File: src/rtl/keypad_scan_ctrl.sv
// keypad_scan_ctrl: 4x4 matrix keypad scanner with one shared column-sequenced debounce and valid/ack key reporting
// Ports: CLK, RST_N (async active-low); ROW raw row inputs; COL one-hot column drive;
//   KEY_CODE {row,col} / KEY_VALID / KEY_ACK key handshake; OVERRUN sticky drop flag, OVR_CLR clears it;
//   BUSY high whenever the FSM is not scanning.
// Build option: define KEYPAD_AUTOREPEAT_EN to re-report a held key every REPEAT_TICKS ticks.
module keypad_scan_ctrl #(
    parameter int SCAN_DIV     = 2500,
    parameter int DB_TICKS     = 4,
    parameter int REPEAT_TICKS = 100
) (
    input  logic       CLK,
    input  logic       RST_N,
    input  logic [3:0] ROW,
    output logic [3:0] COL,
    output logic [3:0] KEY_CODE,
    output logic       KEY_VALID,
    input  logic       KEY_ACK,
    output logic       OVERRUN,
    input  logic       OVR_CLR,
    output logic       BUSY
);
    localparam int PW = (SCAN_DIV > 1) ? $clog2(SCAN_DIV) : 1;
    typedef enum logic [1:0] {SCAN, DEBOUNCE, REPORT, RELEASE} state_t;
    state_t state, state_n;
    logic [3:0] row_m, row_s;
    logic [PW-1:0] pre;
    logic tick, row_bit, valid_n, ovr_n;
    logic [1:0] key_row, key_row_n, key_col, key_col_n;
    logic [3:0] db_cnt, db_n, rel_cnt, rel_n, col_n, col_rot, code_n;
`ifdef KEYPAD_AUTOREPEAT_EN
    localparam int HW = $clog2(REPEAT_TICKS + 1);
    logic [HW-1:0] hold_cnt, hold_n;
`else
    localparam int unused_repeat_ticks = REPEAT_TICKS;
`endif
    assign tick    = pre == PW'(SCAN_DIV - 1);
    assign row_bit = row_s[key_row];
    assign col_rot = {COL[2:0], COL[3]};
    assign BUSY    = state != SCAN;
    always_ff @(posedge CLK or negedge RST_N) begin
        if (!RST_N) begin
            row_m     <= '0;
            row_s     <= '0;
            pre       <= '0;
            state     <= SCAN;
            COL       <= 4'b0001;
            key_row   <= '0;
            key_col   <= '0;
            db_cnt    <= '0;
            rel_cnt   <= '0;
            KEY_CODE  <= '0;
            KEY_VALID <= 1'b0;
            OVERRUN   <= 1'b0;
`ifdef KEYPAD_AUTOREPEAT_EN
            hold_cnt  <= '0;
`endif
        end else begin
            row_m     <= ROW;
            row_s     <= row_m;
            pre       <= tick ? '0 : pre + PW'(1);
            state     <= state_n;
            COL       <= col_n;
            key_row   <= key_row_n;
            key_col   <= key_col_n;
            db_cnt    <= db_n;
            rel_cnt   <= rel_n;
            KEY_CODE  <= code_n;
            KEY_VALID <= valid_n;
            OVERRUN   <= ovr_n;
`ifdef KEYPAD_AUTOREPEAT_EN
            hold_cnt  <= hold_n;
`endif
        end
    end
    always_comb begin
        state_n   = state;
        col_n     = COL;
        key_row_n = key_row;
        key_col_n = key_col;
        db_n      = db_cnt;
        rel_n     = rel_cnt;
        code_n    = KEY_CODE;
        valid_n   = KEY_VALID & ~KEY_ACK;
        ovr_n     = OVERRUN & ~OVR_CLR;
`ifdef KEYPAD_AUTOREPEAT_EN
        hold_n    = hold_cnt;
`endif
        case (state)
            SCAN: if (tick) begin
                if (row_s != 4'd0) begin
                    // lowest row wins when several rows close on the same column
                    key_row_n = row_s[0] ? 2'd0 : row_s[1] ? 2'd1 : row_s[2] ? 2'd2 : 2'd3;
                    key_col_n = COL[0] ? 2'd0 : COL[1] ? 2'd1 : COL[2] ? 2'd2 : 2'd3;
                    db_n      = 4'd1;
                    state_n   = (DB_TICKS == 1) ? REPORT : DEBOUNCE;
                end else begin
                    col_n = col_rot;
                end
            end
            DEBOUNCE: if (tick) begin
                if (row_bit) begin
                    db_n = db_cnt + 4'd1;
                    if (db_n == 4'(DB_TICKS)) state_n = REPORT;
                end else begin
                    state_n = SCAN;
                    col_n   = col_rot;
                end
            end
            REPORT: begin
                // an ack in this same cycle frees the slot, so the new key replaces the old one
                if (!KEY_VALID || KEY_ACK) begin
                    code_n  = {key_row, key_col};
                    valid_n = 1'b1;
                end else begin
                    ovr_n = 1'b1;
                end
                rel_n   = 4'd0;
`ifdef KEYPAD_AUTOREPEAT_EN
                hold_n  = '0;
`endif
                state_n = RELEASE;
            end
            default: if (tick) begin
                if (!row_bit) begin
                    rel_n = rel_cnt + 4'd1;
`ifdef KEYPAD_AUTOREPEAT_EN
                    hold_n = '0;
`endif
                    if (rel_n == 4'(DB_TICKS)) begin
                        state_n = SCAN;
                        col_n   = col_rot;
                    end
                end else begin
                    rel_n = 4'd0;
`ifdef KEYPAD_AUTOREPEAT_EN
                    hold_n = hold_cnt + HW'(1);
                    if (hold_n == HW'(REPEAT_TICKS)) state_n = REPORT;
`endif
                end
            end
        endcase
    end
endmodule
File: config.mk
export PLATFORM = sky130hd
export DESIGN_NAME = keypad_scan_ctrl
export DESIGN_NICKNAME = d
export VERILOG_FILES = /design/src/rtl/keypad_scan_ctrl.sv
export SDC_FILE = /design/constraint.sdc
export NUM_CORES = 1
export LEC_CHECK = 0
export ABC_AREA = 0
export BUFFER_PORTS_ARGS = -buffer_cell sky130_fd_sc_hd__buf_2
export CORE_MARGIN = 2
export CORE_UTILIZATION = 60
export CTS_CLUSTER_SIZE = 40
export DETAILED_ROUTE_END_ITERATION = 8
export PLACE_DENSITY = 0.8
export SLEW_MARGIN = 20
export SYNTH_ARGS = -nofsm -noshare
export SYNTH_HDL_FRONTEND = slang
export SYNTH_SLANG_ARGS = --single-unit
File: constraint.sdc
create_clock -name CLK -period 3.6 [get_ports CLK]
set_input_delay 0.18 -clock CLK [delete_from_list [all_inputs] [get_ports CLK]]
set_output_delay 0.18 -clock CLK [all_outputs]
set_load 0.02 [all_outputs]
==> results_dict.tcl <==
set metrics [dict create \
    fin_crit_ns 2.55 \
    vias 1438 \
    critPathTopFamily "simple AND/OR/NAND/NOR gates" \
    final_area_mm2 0.00232 \
    synth_ff_type "dfrtp_1" \
    drc 0 \
    drv_cap 0 \
    power_density_mw_per_mm2 363 \
    syn_inst 173 \
    cts_sinks 44 \
    fin_crit_sh 0.707 \
    routedWlPerCell_um 16.0 \
    critical-path-slowest-cell "nor3_2" \
    hold_class "in2reg" \
    grt_first_pass_wirelength_um 7000 \
    worst_path_largest_cell_delay_ns 0.63 \
    syn-num-nets 185 \
    die_h_um 62.4 \
    layout_setup_ws_ns 1.05 \
    diodes 0 \
    synth-edff-count 0 \
    ant_nets 0 \
    ios 19 \
    drt_iter0_drc 165 \
    ys_async_sr_fraction 1.00 \
    mostFrequentLayoutCell "dfrtp_1" \
    final_layout_size_suffix_gt1_frac 0.229 \
    hpwl_um 2680 \
    cp_max_fo 13 \
    worst_slew_pin_slew_ns 0.933 \
    areaGrowthSynthToFinish_pct 13.3 \
    clkTransAtPathRegs_ns 0.14 \
    rsz0062_at_grt "false" \
    globalplace.congestion 0.839 \
    clock_latency_ns 0.36 \
    grt_usage 0.234 \
    syn_avg_cell_area_um2 11.8 \
    root_buffer "clkbuf_4" \
    crit_buf_inv 0 \
    antenna_found_initial 0 \
    yosysSeqAreaShare 0.538 \
    crit_chain "or4_4 > nor3_2 > nand3_1 > mux2_2" \
    synthesis.area_mm2 0.00205 \
    vias_per_cell 5.82 \
    setup_viol 0 \
    max-vdd-ir-drop_mv 0.315 \
    fin_nets 212 \
    ctsHtreeMaxLevel 2 \
    hold_viol_final 0 \
    die_area_mm2 0.00390 \
    ys_warn_count 0 \
    cts_resized 0 \
    status "complete, no violations" \
    dpl_cell_area_mm2 0.00218 \
    crit_type "reg2reg" \
    yosys.cell_types.count 46 \
    numPortBuffers 18 \
    cts_buffers 5 \
    leakage_nw 1.07 \
    wirelength_um 3960 \
    hold_slack_ns 0.104 \
    maxSlewViolCount 0 \
    clockBufferDepth 2 \
    grt_max_degree 45 \
    ys_seq_elements 44 \
    crit_arrival_ns 2.79 \
    cts_tree "done" \
    start_util 0.619 \
    fin_skew_ns 0.0181 \
    grt_pass1_vias 1460 \
    cp-start-kind "flip-flop" \
    slew_headroom 0.378 \
    mostFrequentLayoutCells "43 x dfrtp_1, 18 x buf_2, 13 x mux2_2" \
    critPathRequiredTime_ns 3.85 \
    detailedPlace.worstSlack_ns 1.13 \
    core-area_mm2 0.00331 \
    setup_tns_ns 0 \
    row_count 21 \
    drt_first_pass_iters 5 \
    fmaxAchievable_mhz 393 \
    cts_hold_buf 6 \
    endpoint_kind "flip-flop" \
    overflow 0 \
    post_cts_buffers 0 \
    die_w_um 62.4 \
]
==> state kept, by name, summed over array words and instances, names as in the netlist <==
name and flops:
rel_cnt 4, row_s 4, OVERRUN 1, key_col 2
COL 4, pre 12, KEY_VALID 1, KEY_CODE 4
state 2, db_cnt 4, row_m 4, key_row 2
==> per-layer routing <==
| layer | routed length (um) | part of all wire | track usage | vias up |
|---|---|---|---|---|
| met2 | 2040 | 0.51 | 0.390 | 32 |
| met4 | 55 | 0.014 | 0.0750 | 0 |
| met5 | 0 | 0 | 0 | - |
| li1 | - | - | - | 682 |
| met1 | 1710 | 0.43 | 0.304 | 716 |
| met3 | 150 | 0.038 | 0.0559 | 8 |
==> worst paths after layout <==
path	start	cells past startpoint	to	slack [ns]
max	pre[9]$_DFF_PN0_	4	COL[2]$_DFFE_PN0P_	1.05
min	KEY_ACK	3	KEY_VALID$_DFF_PN0_	0.10
max reg2reg	pre[9]$_DFF_PN0_	4	COL[2]$_DFFE_PN0P_	1.05
min reg2reg	row_m[3]$_DFF_PN0_	0	row_s[3]$_DFF_PN0_	0.37
max in group asynchronous	RST_N	2	pre[9]$_DFF_PN0_	2.54
min in group asynchronous	RST_N	2	db_cnt[2]$_DFFE_PN0P_	0.47
==> worst register-to-register path: stages, from the launching register on <==
cell and delay [ns]:
dfrtp_1 0.44, or4_4 0.59, nor3_2 0.63, nand3_1 0.39, mux2_2 0.40
==> stage by stage <==
stage / power (W) / cells / util
2_1_floorplan: 0.000515 / 173 / -
3_3_place_gp: 0.000528 / 233 / 0.657
3_5_place_dp: 0.000530 / 233 / 0.657
4_1_cts: 0.000845 / 247 / 0.701
5_1_grt: 0.000876 / 247 / 0.701
6_report: 0.000841 / 247 / 0.701
==> cell type report <==
type,instances,area (um^2)
fillers,248,991
flip-flops and latches,44,1100
repair buffers,24,150
clock inverters,3,46.3
inverters,10,37.5
well taps,46,57.6
multi-input cells,115,888
clock buffers,5,37.5
==> power breakdown <==
part | internal, W | leakage, nW | switching, W | total (W)
clock network | 0.000148 | 0.0418 | 0.000168 | 0.000316
registers | 0.000499 | 0.578 | 0.00000323 | 0.000502
logic | 0.00000930 | 0.447 | 0.0000133 | 0.0000226
==> cell usage after synthesis, types with 2 or more instances <==
cell | count | share of area
and2_1 | 2 | 0.0061
o211ai_1 | 4 | 0.015
xnor2_1 | 6 | 0.026
a21oi_1 | 2 | 0.0049
nand3_1 | 10 | 0.024
nor4_1 | 2 | 0.0061
a21boi_0 | 2 | 0.0073
xor2_1 | 3 | 0.013
o2111ai_1 | 2 | 0.0086
o21ai_0 | 2 | 0.0049
and3_1 | 3 | 0.0092
o22ai_1 | 3 | 0.0092
nand2b_1 | 3 | 0.0092
nand4_1 | 5 | 0.015
inv_1 | 9 | 0.016
ha_1 | 4 | 0.024
or3_1 | 2 | 0.0061
clkbuf_1 | 2 | 0.0037
nor2b_1 | 3 | 0.0092
mux2_2 | 13 | 0.071
nor2_1 | 11 | 0.020
dfrtp_1 | 43 | 0.53
nand2_1 | 9 | 0.016
o2bb2ai_1 | 2 | 0.0086
mux2i_1 | 5 | 0.024
==> cells by family (layout without fill, tap and decap cells) <==
logic type / Yosys count / in the layout / synth area share
muxes: 19 / 19 / 0.107
and+or+nand+nor: 62 / 62 / 0.188
AOI/OAI and AO/OA: 21 / 21 / 0.0758
adders and majority gates: 4 / 4 / 0.0244
DFF: 44 / 44 / 0.538
buffers and inverters: 14 / 42 / 0.0281
xor gates and xnor gates: 9 / 9 / 0.0385
Note: power is estimated with default switching activity, not from simulation.
